$ cat src/rtl/fetch_unit.sv
// rtl/fetch_unit.sv - PC holder, icache fetch, RV32IC predecode and fetch output queue
module fetch_unit #(
  parameter int          FOQ_SIZE   = 8,
  parameter int          FOQ_SIZE_W = 3,
  parameter logic [31:0] RESET_PC   = 32'h0
) (
  input  logic        clk_in,
  input  logic        rst_in,
  input  logic        rdy_in,
  output logic        icache_req,
  output logic [31:0] icache_addr,
  input  logic        icache_valid,
  input  logic [31:0] icache_data,
  output logic        branch,
  output logic [31:0] imm,
  output logic        inst_length,
  output logic [31:0] pc_out,
  output logic        foq_full,
  input  logic        need_branch,
  input  logic [31:0] branch_addr,
  input  logic        predict_fail,
  input  logic [31:0] fail_addr,
  input  logic        jalr_done,
  input  logic [31:0] jalr_addr,
  output logic        dec_valid,
  input  logic        dec_ready,
  output logic [31:0] dec_inst,
  output logic [31:0] dec_pc,
  output logic        dec_pred,
  output logic        dec_len
);

  typedef enum logic [1:0] {S_FETCH, S_WAIT, S_JALR_WAIT, S_DROP} state_t;

  localparam logic [FOQ_SIZE_W:0] FOQ_CAP = (FOQ_SIZE_W + 1)'(FOQ_SIZE);

  state_t                state, state_nx;
  logic [31:0]           pc, pc_nx;

  logic [31:0]           foq_inst [FOQ_SIZE];
  logic [31:0]           foq_pc   [FOQ_SIZE];
  logic                  foq_pred [FOQ_SIZE];
  logic                  foq_len  [FOQ_SIZE];
  logic [FOQ_SIZE_W-1:0] front, rear;
  logic [FOQ_SIZE_W:0]   count;

  logic        active, accept, push, pop;
  logic        is_32, is_br, is_jal, is_jalr;
  logic [31:0] imm_raw, inst_masked;

  // Frozen or in reset: nothing moves and nothing is requested.
  assign active   = rst_in && rdy_in;
  assign foq_full = (count == FOQ_CAP);
  assign accept   = active && (state == S_WAIT) && icache_valid && !predict_fail && !foq_full;
  assign push     = accept;
  assign pop      = active && !predict_fail && dec_valid && dec_ready;

  assign icache_addr = pc;
  assign inst_masked = is_32 ? icache_data : {16'h0, icache_data[15:0]};

  // Predecode the returned word into control-flow class and offset.
  always_comb begin
    logic [1:0] q;
    logic [2:0] f3;
    logic [6:0] op;
    q       = icache_data[1:0];
    f3      = icache_data[15:13];
    op      = icache_data[6:0];
    is_32   = (q == 2'b11);
    is_br   = 1'b0;
    is_jal  = 1'b0;
    is_jalr = 1'b0;
    imm_raw = 32'h0;
    if (is_32 && op == 7'b1100011) begin
      is_br   = 1'b1;
      imm_raw = {{20{icache_data[31]}}, icache_data[7], icache_data[30:25], icache_data[11:8], 1'b0};
    end else if (q == 2'b01 && (f3 == 3'b110 || f3 == 3'b111)) begin
      is_br   = 1'b1;
      imm_raw = {{24{icache_data[12]}}, icache_data[6:5], icache_data[2], icache_data[11:10],
                 icache_data[4:3], 1'b0};
    end else if (is_32 && op == 7'b1101111) begin
      is_jal  = 1'b1;
      imm_raw = {{12{icache_data[31]}}, icache_data[19:12], icache_data[20], icache_data[30:21], 1'b0};
    end else if (q == 2'b01 && (f3 == 3'b101 || f3 == 3'b001)) begin
      is_jal  = 1'b1;
      imm_raw = {{21{icache_data[12]}}, icache_data[8], icache_data[10:9], icache_data[6],
                 icache_data[7], icache_data[2], icache_data[11], icache_data[5:3], 1'b0};
    end else if (is_32 && op == 7'b1100111) begin
      is_jalr = 1'b1;
    end else if (q == 2'b10 && f3 == 3'b100 && icache_data[11:7] != 5'd0 && icache_data[6:2] == 5'd0) begin
      is_jalr = 1'b1;
    end
  end

  // State register; frozen while rdy_in is low.
  always_ff @(posedge clk_in) begin
    if (!rst_in)     state <= S_FETCH;
    else if (rdy_in) state <= state_nx;
  end

  // Next state and next PC; a mispredict overrides every other source.
  always_comb begin
    state_nx = state;
    pc_nx    = pc;
    if (predict_fail) begin
      pc_nx    = fail_addr;
      state_nx = (state == S_WAIT && !icache_valid) ? S_DROP : S_FETCH;
    end else begin
      case (state)
        S_FETCH:     if (!foq_full) state_nx = S_WAIT;
        S_WAIT: begin
          if (accept) begin
            state_nx = S_FETCH;
            if (branch)       pc_nx = branch_addr;
            else if (is_jal)  pc_nx = pc + imm_raw;
            else if (is_jalr) state_nx = S_JALR_WAIT;
            else              pc_nx = pc + (is_32 ? 32'd4 : 32'd2);
          end
        end
        S_JALR_WAIT: begin
          if (jalr_done) begin
            pc_nx    = jalr_addr;
            state_nx = S_FETCH;
          end
        end
        S_DROP:      if (icache_valid) state_nx = S_FETCH;
        default:     state_nx = S_FETCH;
      endcase
    end
  end

  // FSM outputs: request and predictor-facing predecode, all quiet unless a response is taken.
  always_comb begin
    icache_req  = active && ((state == S_FETCH && !foq_full) || state == S_WAIT);
    branch      = accept && is_br;
    imm         = accept ? imm_raw : 32'h0;
    inst_length = accept && is_32;
    pc_out      = accept ? pc : 32'h0;
  end

  // PC register.
  always_ff @(posedge clk_in) begin
    if (!rst_in)     pc <= RESET_PC;
    else if (rdy_in) pc <= pc_nx;
  end

  // Fetch output queue: circular buffer, flushed on mispredict.
  always_ff @(posedge clk_in) begin
    if (!rst_in) begin
      front <= '0;
      rear  <= '0;
      count <= '0;
      for (int i = 0; i < FOQ_SIZE; i++) begin
        foq_inst[i] <= 32'h0;
        foq_pc[i]   <= 32'h0;
        foq_pred[i] <= 1'b0;
        foq_len[i]  <= 1'b0;
      end
    end else if (rdy_in) begin
      if (predict_fail) begin
        front <= '0;
        rear  <= '0;
        count <= '0;
      end else begin
        if (push) begin
          foq_inst[rear] <= inst_masked;
          foq_pc[rear]   <= pc;
          foq_pred[rear] <= need_branch && branch;
          foq_len[rear]  <= is_32;
          rear           <= rear + 1'b1;
        end
        if (pop) front <= front + 1'b1;
        if (push && !pop)      count <= count + 1'b1;
        else if (!push && pop) count <= count - 1'b1;
      end
    end
  end

  assign dec_valid = (count != '0);
  assign dec_inst  = dec_valid ? foq_inst[front] : 32'h0;
  assign dec_pc    = dec_valid ? foq_pc[front]   : 32'h0;
  assign dec_pred  = dec_valid && foq_pred[front];
  assign dec_len   = dec_valid && foq_len[front];

endmodule

$ cat config.mk
export PLATFORM = sky130hd
export DESIGN_NAME = fetch_unit
export DESIGN_NICKNAME = d
export VERILOG_FILES = /design/src/rtl/fetch_unit.sv
export SDC_FILE = /design/constraint.sdc
export NUM_CORES = 1
export LEC_CHECK = 0
export CORE_MARGIN = 2
export CORE_UTILIZATION = 52
export CTS_BUF_LIST = sky130_fd_sc_hd__clkbuf_16
export CTS_CLUSTER_DIAMETER = 40
export DETAILED_ROUTE_END_ITERATION = 7
export GPL_TIMING_DRIVEN = 0
export MAX_ROUTING_LAYER = met4
export PLACE_DENSITY = 0.77
export SKIP_CTS_REPAIR_TIMING = 1
export SYNTH_ARGS = -nofsm -noshare
export SYNTH_HDL_FRONTEND = slang
export SYNTH_SLANG_ARGS = --single-unit
$ cat constraint.sdc
create_clock -name clk_in -period 6 [get_ports clk_in]
set_clock_uncertainty 0.05 [all_clocks]
set_input_delay 1.5 -clock clk_in [delete_from_list [all_inputs] [get_ports clk_in]]
set_output_delay 1.5 -clock clk_in [all_outputs]
set_load 0.05 [all_outputs]
Yosys cells after proc, flatten, opt, wreduce, memory -nomap -nowiden
Memory sizes are Yosys's and may differ from the RTL's. A register that Yosys moved wholly into a read port is not among the register bits.
Index checks and enable logic that the tools add are counted.

storage, ports and cells
  bits in registers = 44
  RAM bits = 528
  input bits = 136
  output and inout bits = 167
  word-level logic and storage cells = 158
  memories kept = 4

operators by class
  $add $sub $neg = 6
  equality and inequality tests = 20
  multiplexer cells = 72
  reductions and logical operators = 51

memories
  name      depth  bits a word  read ports  clocked after memory_dff  write ports  line  RTL
  foq_inst  8      32           1           1                         8            40    logic [31:0] foq_inst [FOQ_SIZE];
  foq_pc    8      32           1           1                         8            41    logic [31:0] foq_pc [FOQ_SIZE];
  foq_len   8      1            1           1                         8            43    logic foq_len [FOQ_SIZE];
  foq_pred  8      1            1           1                         8            42    logic foq_pred [FOQ_SIZE];

operators with widths
  kind                                         count
  2-to-1 mux 32 bit                            17
  case mux 32 bit (2 select lines)             1
  OR reduction 32 bit                          2
  2-to-1 mux 3 bit                             17
  adder 32 x 3 -> 32 bit                       1
  adder 32 bit                                 1
  logical AND 1 bit                            26
  2-to-1 mux 1 bit                             24
  == test 7 bit, second input constant         3
  2-to-1 mux 2 bit                             9
  == test 3 bit, second input constant         4
  2-to-1 mux 4 bit                             3
  != test 3 bit, second input constant         4
  AND reduction 5 bit                          2
  == test 2 bit, second input constant         4
  case mux 2 bit (4 select lines)              1
  adder 3 x 1 -> 3 bit, second input constant  2
  AND reduction 2 bit                          3
  nonzero test 3 bit                           2
  zero test 1 bit                              5
  zero test 5 bit                              1
  != test 5 bit, second input constant         1
  nonzero test 5 bit                           1
  adder 4 x 1 -> 4 bit, second input constant  1
  other kinds (9)                              14

Logic depth before layout (Yosys ltp)
Gate-level depths: netlist of the first run.

  word-level depth = 16
  mapped depth = 19
  gate-level depth less buffers = 17

Worst setup path after synthesis of the first run
Ideal clock, no wire load.

  kind = input to register
  start = input port icache_data[1]
  end = register pc[31], in the netlist icache_addr[31]
  setup time = 0.062 ns
  data arrival time = 5.658 ns
  data required time = 5.888 ns
  path slack = 0.230 ns
  cell stages on the path = 19
  buffers on the path = 2
  path through = nand2_1 or3_1 nor2_1 and2_1 clkbuf_1 nor2_1 clkbuf_1 mux2i_1 ha_1 fa_1 a21o_1 a221o_1 a21oi_2 o41ai_1 a311o_1 o311ai_4 a21oi_2 or4_1 nand3_1

between the ends
  word-level cells in the longest chain between the ends = 12
  elaborated cells on any way between the ends = 42
  those cells by class = add/sub: 2; eq/ne: 7; mux: 23; reduce/logical: 10

RTL lines
  item                                                                      line        RTL
  start: declaration                                                        13          input logic [31:0] icache_data,
  == test 2 x 1 -> 1 bit / == test 2 bit (equally long branches)            77, 84, 90
  logical AND 1 bit, on equally long branches                               84, 90
  2-to-1 mux 32 bit / logical AND 1 bit (equally long branches)             84, 90
  2-to-1 mux 32 bit / logical AND 1 bit (equally long branches)             81, 90
  2-to-1 mux 32 bit / 2-to-1 mux 1 bit (equally long branches)              77, 90
  2-to-1 mux 32 bit / 2-to-1 mux 1 bit (equally long branches)              74, 88
  adder 32 bit / 2-to-1 mux 1 bit (equally long branches)                   115, 84
  2-to-1 mux 32 bit / 2-to-1 mux 1 bit (equally long branches)              115, 81
  2-to-1 mux 32 bit / 2-to-1 mux 1 bit (equally long branches)              114, 77
  2-to-1 mux 32 bit / 2-to-1 mux 1 bit (equally long branches)              112, 74
  case mux 32 bit (2 select lines) / != test 5 bit (equally long branches)  n/a
  2-to-1 mux 32 bit / AND reduction 5 bit (equally long branches)           n/a
  end signal: assignment                                                    144         else if (rdy_in) pc <= pc_nx;
  end: declaration                                                          38          logic [31:0] pc, pc_nx;

Parallel ways exist; a longest one is shown, timed or not. The select of a mux whose other input is x is not followed.
A chain may end at the register's enable or synchronous reset.

Final worst setup path of the first run
  start = input port icache_data[13]
  end = register pc[25], in the netlist icache_addr[25]

between the ends
  word-level cells in the longest chain between the ends = 13
  elaborated cells on any way between the ends = 37
  those cells by class = add/sub: 1; eq/ne: 6; mux: 21; reduce/logical: 9

RTL lines
  item                                                            line  RTL
  == test 3 bit / == test 3 x 1 -> 1 bit (equally long branches)  84    end else if (q == 2'b01 && (f3 == 3'b101 || f3 == 3'b001)) begin
  logical OR 1 bit                                                84
  logical AND 1 bit                                               84
  2-to-1 mux 32 bit                                               84
  2-to-1 mux 32 bit                                               81    end else if (is_32 && op == 7'b1101111) begin
  2-to-1 mux 32 bit                                               77    end else if (q == 2'b01 && (f3 == 3'b110 || f3 == 3'b111)) begin
  2-to-1 mux 32 bit                                               74    if (is_32 && op == 7'b1100011) begin
  adder 32 bit                                                    115   else if (is_jal) pc_nx = pc + imm_raw;
  2-to-1 mux 32 bit                                               115
  2-to-1 mux 32 bit                                               114   if (branch) pc_nx = branch_addr;
  2-to-1 mux 32 bit                                               112   if (accept) begin
  case mux 32 bit (2 select lines)                                109   case (state)
  2-to-1 mux 32 bit                                               105   if (predict_fail) begin

Parallel ways exist; a longest one is shown, timed or not. The select of a mux whose other input is x is not followed.

==> flow_metrics.py, run 1 <==
metrics = {
    "setup_path": {
        "startpoint_type": "input pin",
        "cp-end-kind": "flip-flop",
        "rr_startpoint": "icache_addr[1]$_SDFFE_PN0P_",
        "startpoint": "icache_data[13]",
        "reg2reg_slack_ns": 2.03,
        "crit_type": "input pin to flip-flop",
        "worstPathMaxFanout": 7,
        "crit_required_ns": 6.44,
        "cp.arrival_ns": 6.49,
    },
    "outcome": {
        "status": "complete, but fails checks",
        "violations": "setup timing",
    },
    "cts": {
        "insertion_delay_ns": 0.62,
        "cts-root-buf": "clkbuf_16",
        "clk_pin_slew_ns": 0.06,
        "cts.sinks": 575,
        "htreeDepth": 3,
        "clockBufferDepth": 3,
        "cts_buffers": 75,
        "cts_tree": "yes",
    },
    "yosys": {
        "syn_inst": 2267,
        "synth_top_family_by_area": "simple AND/OR/NAND/NOR gates",
        "ys_seq_area_share_pct": 57.7,
        "synth_warnings": 0,
        "synth_nets": 2439,
        "synthAdderAreaFrac_pct": 1.62,
        "yosys_register_bits": 575,
        "ys_types": 67,
        "synth-simple-area-share_pct": 18.0,
        "async_reset_ff_share_pct": 0,
        "synth_xor_xnor_area_share_pct": 0.760,
        "synthFlopType": "edfxtp_1",
        "synth_edf_count": 512,
        "syn_area_um2": 28800,
        "synthMuxAreaShare_pct": 12.9,
        "avgSynthCellArea_um2": 12.7,
        "synth_compound_area_share_pct": 6.18,
    },
    "routing": {
        "wl_per_cell_um": 27.9,
        "drt_iter0_drc": 2736,
        "drc": 0,
        "viasPerCell": 6.28,
        "antenna_left": 0,
        "dr_total_vias": 21800,
        "drt_pass1_iterations": 7,
        "routed_wl_um": 97200,
    },
    "floorplan": {
        "die_w_um": 239,
        "fp.dieH_um": 239,
        "top_level_ports": 303,
        "die_area_um2": 57300,
        "start_util_pct": 52.4,
        "core_area_um2": 55000,
        "row_count": 86,
    },
    "grt": {
        "grt_pass1_vias": 21500,
        "grt_max_degree": 45,
        "grt_use_total_pct": 34.8,
        "grt-ovfl-total": 0,
        "antenna_found_initial": 6,
        "grt_pass1_wl_um": 140000,
    },
    "pwr": {
        "peakVddDrop_v": 0.000183,
        "p_leak_nw": 13.9,
        "power_density_nw_per_um2": 273,
    },
    "timing": {
        "final_hold_viol_count": 0,
        "finalSetupViolCount": 4,
        "rsz0062_at_grt": "true",
        "period_needed_ns": 6.05,
        "tightest_slew_ns": 1.19,
        "maxSlewViolCount": 0,
        "fin_crit_sh_pct": 101,
        "worst_slack_ns": -0.0480,
        "maxSlewHeadroom_pct": 20.2,
        "clock.fmax_ghz": 0.165,
    },
    "final_layout": {
        "final_util_pct": 65.2,
        "layout.nets": 2835,
        "drive_above_1_share_pct": 13.1,
        "final_cells": 3478,
        "area_growth_pct": 24.3,
    },
    "place": {
        "hpwl_um": 67100,
        "dp.cells": 3329,
        "dp_slack_ns": -1.34,
        "io_buffers": 299,
        "place.gp.congestion": 0.997,
    },
    "flow_run": {
        "max_cap_viol_count": 0,
    },
    "hold_path": {
        "hp-start": "foq_pred[3]$_DFF_P_",
        "hp-class": "flip-flop to flip-flop",
    },
}
-- path summary, 6_finish.rpt --
path / end / depth (start not counted)
setup reg to reg: icache_addr[25]$_SDFFE_PN0P_ / 12
setup / recovery: icache_addr[25]$_SDFFE_PN0P_ / 17
hold reg to reg: foq_pred[3]$_DFF_P_ / 2
hold / removal: foq_pred[3]$_DFF_P_ / 2
-- per-stage QoR --
step / power [mW] / instance area [µm²] / hold WS [ns] / TNS [ns]
2_1_floorplan: 4.99 / 28800 / 0.398 / 0
3_3_place_gp: 5.36 / 32700 / 0.408 / -440.06
3_5_place_dp: 5.39 / 33100 / 0.425 / -48.49
4_1_cts: 9.77 / 35600 / 0.446 / -41.10
5_1_grt: 9.99 / 35800 / 0.485 / -2.21
6_report: 9.80 / 35800 / 0.459 / -0.0992
-- placed cells by master, fill, tap and decap left out, types with 16 or more instances in the layout --
cell	Yosys	final
o21a_1	17	16
a211oi_1	18	18
buf_4	12	24
and3_1	133	133
clkdlybuf4s50_1	0	242
mux2i_1	73	73
dlymetal6s2s_1	0	44
dfxtp_1	63	63
xnor2_1	17	17
o21ai_0	58	57
nand3_1	44	44
clkbuf_1	159	149
clkbuf_2	0	23
mux4_2	132	132
a21oi_1	80	80
clkbuf_16	0	77
nand2_1	94	86
inv_1	11	20
edfxtp_1	512	512
and2_1	413	412
nor2_1	178	175
ha_1	34	33
nor3_1	24	20
-- logic make-up (layout without fill, tap and decap cells) --
kind of cell	after synthesis	after routing
compound gates	274	274
xor+xnor	25	25
fa+ha+maj	36	36
buf+inv	205	664
flops	575	575
mux	205	205
other cells	1	5
simple gates	946	946
-- synthesized netlist by cell type (4+ instances only) --
| master | instances | area share [%] |
|---|---|---|
| buf_4 | 12 | 0.31 |
| nor4_1 | 4 | 0.087 |
| a221oi_1 | 5 | 0.15 |
| mux4_2 | 132 | 10 |
| buf_1 | 16 | 0.21 |
| a22oi_1 | 4 | 0.10 |
| o41ai_1 | 5 | 0.15 |
| o22ai_1 | 5 | 0.11 |
| o221ai_1 | 4 | 0.12 |
| nor2_1 | 178 | 2.3 |
| a311oi_1 | 8 | 0.24 |
| a31oi_1 | 9 | 0.20 |
| a21o_1 | 13 | 0.34 |
| and2_1 | 413 | 9.0 |
| o21a_1 | 17 | 0.44 |
| a211oi_1 | 18 | 0.47 |
| nand3_1 | 44 | 0.76 |
| xnor2_1 | 17 | 0.52 |
| nand2_1 | 94 | 1.2 |
| ha_1 | 34 | 1.5 |
| mux2i_1 | 73 | 2.5 |
| dfxtp_1 | 63 | 4.4 |
| nor2b_1 | 14 | 0.30 |
| buf_2 | 6 | 0.10 |
| o211ai_1 | 14 | 0.36 |
| or3_1 | 4 | 0.087 |
| clkbuf_1 | 159 | 2.1 |
| nor3b_1 | 5 | 0.13 |
| edfxtp_1 | 512 | 53 |
| nand4_1 | 10 | 0.22 |
| inv_1 | 11 | 0.14 |
| nand2b_1 | 9 | 0.20 |
| o21ai_0 | 58 | 1.0 |
| xor2_1 | 8 | 0.24 |
| a21oi_1 | 80 | 1.4 |
| and3_1 | 133 | 2.9 |
| nor3_1 | 24 | 0.42 |
-- where the power goes --
group	switching, mW	internal, mW
combinational	0.480	0.266
sequential	0.104	4.48
clock	1.86	2.61
total	2.44	7.35
-- flip-flops by register name, indices dropped and copies added, names as in the netlist, named ones only --
| name | count |
|---|---|
| rear | 3 |
| icache_addr | 32 |
| foq_pc | 256 |
| foq_inst | 256 |
| foq_pred | 8 |
| state | 2 |
| count | 4 |
| foq_len | 8 |
| front | 3 |
-- area by class of cell --
type,instances,area (µm²)
fillers,3928,19200
flip-flops and latches,575,16600
multi-input cells,1487,11500
repair buffers,321,3370
clock buffers,77,1930
well taps,748,936
plain buffers,191,797
clock inverters,63,573
inverters,12,48.8
diodes,4,10.0
-- per-layer routing --
layer,global-route usage (%),share of wire [%]
met2,53.0,46
met1,45.9,37
met5,-,0
met4,15.3,4.9
met3,6.70,12
-- critical path, cell delays in order --
cell,delay (ns)
clkdlybuf4s50_1,0.50
and3b_1,0.22
clkbuf_1,0.22
nand2b_4,0.23
a222oi_1,0.52
mux2i_1,0.27
fa_1,0.46
a21o_1,0.22
a221o_1,0.41
a21oi_2,0.24
o41ai_2,0.13
a311o_2,0.47
buf_4,0.16
xnor2_1,0.25
o21ai_0,0.13
a221oi_1,0.43
nor2_1,0.11
Power figures use the tool's default switching activity.
==> inputs of run 2 (changes only) <==
- CORE_UTILIZATION: 52 -> 57
- PLACE_DENSITY: 0.77 -> 0.8
- SKIP_LAST_GASP: unset -> 1
- clock period: 6 -> 5.95 ns (I/O delays scaled with it)
==> run 2 against run 1 <==
  * Critical path depth shrank 10
  * The flow still finishes with violations (setup timing)
  * Core utilization grew 6.0 points
  * Sequential cell count is the same
  * Worst setup slack lost 0.11 ns
  * Die area shrank 8.6%
  * Global-route usage grew 3.2 points
  * Register-to-register slack lost 0.02 ns
  * Highest routed layer unchanged
  * Clock-buffer cell count shrank 2
==> flow_metrics.py, run 2 (synthesized netlist as in run 1, its figures left out) <==
metrics = {
    "outcome": {
        "violations": "setup timing",
        "status": "complete, but fails checks",
    },
    "cts": {
        "cts-root-buf": "clkbuf_16",
        "clk_pin_slew_ns": 0.06,
        "insertion_delay_ns": 0.60,
        "cts_buffers": 72,
        "clockBufferDepth": 3,
        "htreeDepth": 3,
        "cts_tree": "yes",
        "cts.sinks": 575,
    },
    "setup_path": {
        "crit_type": "input pin to primary output",
        "startpoint_type": "input pin",
        "cp.arrival_ns": 4.57,
        "worstPathMaxFanout": 10,
        "crit_required_ns": 4.41,
        "cp-end-kind": "primary output",
    },
    "timing": {
        "maxSlewHeadroom_pct": 9.18,
        "period_needed_ns": 6.10,
        "rsz0062_at_grt": "true",
        "final_hold_viol_count": 0,
        "tightest_slew_ns": 1.36,
        "maxSlewViolCount": 0,
        "worst_slack_ns": -0.153,
        "clock.fmax_ghz": 0.164,
        "finalSetupViolCount": 5,
        "fin_crit_sh_pct": 103,
        "setup_tns_ns": -0.428,
        "hold_slack_ns": 0.446,
    },
    "routing": {
        "drt_pass1_iterations": 7,
        "routed_wl_um": 96600,
        "wl_met2_um": 44600,
        "met3_length_um": 11600,
        "dr_total_vias": 22100,
        "viasPerCell": 6.50,
        "antenna_left": 0,
        "drt_iter0_drc": 3237,
        "drc": 0,
        "highest_layer": "met4",
        "wl_met1_um": 34900,
        "wl_per_cell_um": 28.4,
    },
    "pwr": {
        "power_density_nw_per_um2": 271,
        "swShare_pct": 24.5,
        "peakVddDrop_v": 0.000157,
        "p_leak_nw": 13.8,
        "p_sw_mw": 2.37,
        "seq_power_share_pct": 47.9,
        "p_clk_share_pct": 44.3,
        "p_comb_share_pct": 7.8,
        "intPower_mw": 7.28,
    },
    "floorplan": {
        "start_util_pct": 57.6,
        "fp.dieH_um": 229,
        "die_area_um2": 52400,
        "row_count": 82,
        "die_w_um": 229,
        "core_area_um2": 50100,
        "top_level_ports": 303,
    },
    "place": {
        "dp.cells": 3252,
        "dpl_cell_area_um2": 33000,
        "io_buffers": 299,
        "hpwl_um": 65800,
        "place.gp.congestion": 1.01,
    },
    "grt": {
        "grt_pass1_vias": 22400,
        "antenna_found_initial": 6,
        "grt_pass1_wl_um": 141000,
        "grt-ovfl-total": 0,
        "grt_use_total_pct": 38.0,
        "grt_max_degree": 45,
    },
    "final_layout": {
        "drive_above_1_share_pct": 12.8,
        "fin_area_um2": 35600,
        "layout.nets": 2838,
        "final_cells": 3398,
        "area_growth_pct": 23.7,
        "final_cell_mix": "edfxtp_1 (512), and2_1 (412), clkdlybuf4s50_1 (247)",
        "final_util_pct": 71.2,
        "final_common_cell": "edfxtp_1",
        "fillers": 3359,
    },
    "flow_run": {
        "max_cap_viol_count": 0,
    },
    "hold_path": {
        "hp-class": "flip-flop to flip-flop",
    },
}
==> run 2: cell types whose count changed in the layout (fill, tap and decap cells not counted), moves of 3 or more <==
cell	delta
dlymetal6s2s_1	-3
buf_4	+3
clkbuf_2	-5
clkinv_1	+4
clkinvlp_4	-3
clkdlybuf4s50_1	+5
==> run 2: layout make-up <==
| class | count | area (µm²) | share of cell area, % |
|---|---|---|---|
| antenna | 3 | 7.51 | 0.0211 |
| timing repair buffer | 326 | 3420 | 9.58 |
| sequential | 575 | 16600 | 46.7 |
| multi-input combinational | 1487 | 11500 | 32.4 |
| buffer | 192 | 815 | 2.29 |
| clock inverter | 56 | 463 | 1.30 |
| inverter | 12 | 48.8 | 0.137 |
| clock buffer | 75 | 1880 | 5.27 |
| tap | 672 | 841 | 2.36 |
==> run 2: power by group through the flow <==
stage,sequential (mW),clock [mW],combinational [mW]
global placement,4.71,0,0.697
floorplan,4.70,0,0.337
detailed placement,4.70,0,0.727
finish,4.62,4.28,0.754
global route,4.63,4.43,0.781
CTS,4.62,4.27,0.732
==> run 2: per-stage QoR <==
step / setup WS (ns) / power (mW)
after global routing: -0.0740 / 9.84
after global placement: -1.14 / 5.40
after floorplan: 0.192 / 5.03
after CTS: -1.15 / 9.62
after detailed placement: -1.24 / 5.42
final: -0.153 / 9.65
==> run 2: per-layer routing <==
layer	track usage [%]	vias up
li1	-	9228
met1	49.0	10700
met2	57.3	1735
met3	7.60	365
met4	20.2	0
met5	-	-
==> run 2: worst max-delay path: stages <==
cell	delay (ns)
clkdlybuf4s50_1	0.49
clkbuf_4	0.23
nor3_1	0.39
nand4_1	0.36
a21boi_0	0.55
o21a_1	0.24
clkdlybuf4s50_1	0.82
==> run 2: final timing paths <==
kind / end / depth (start not counted) / startpoint / slack [ns]
max reg2reg: icache_addr[29]$_SDFFE_PN0P_ / 11 / icache_addr[6]$_SDFFE_PN0P_ / 2.01
min: foq_len[5]$_DFF_P_ / 2 / foq_len[5]$_DFF_P_ / 0.45
min reg2reg: foq_len[5]$_DFF_P_ / 2 / foq_len[5]$_DFF_P_ / 0.45
max: imm[3] / 7 / icache_data[4] / -0.15
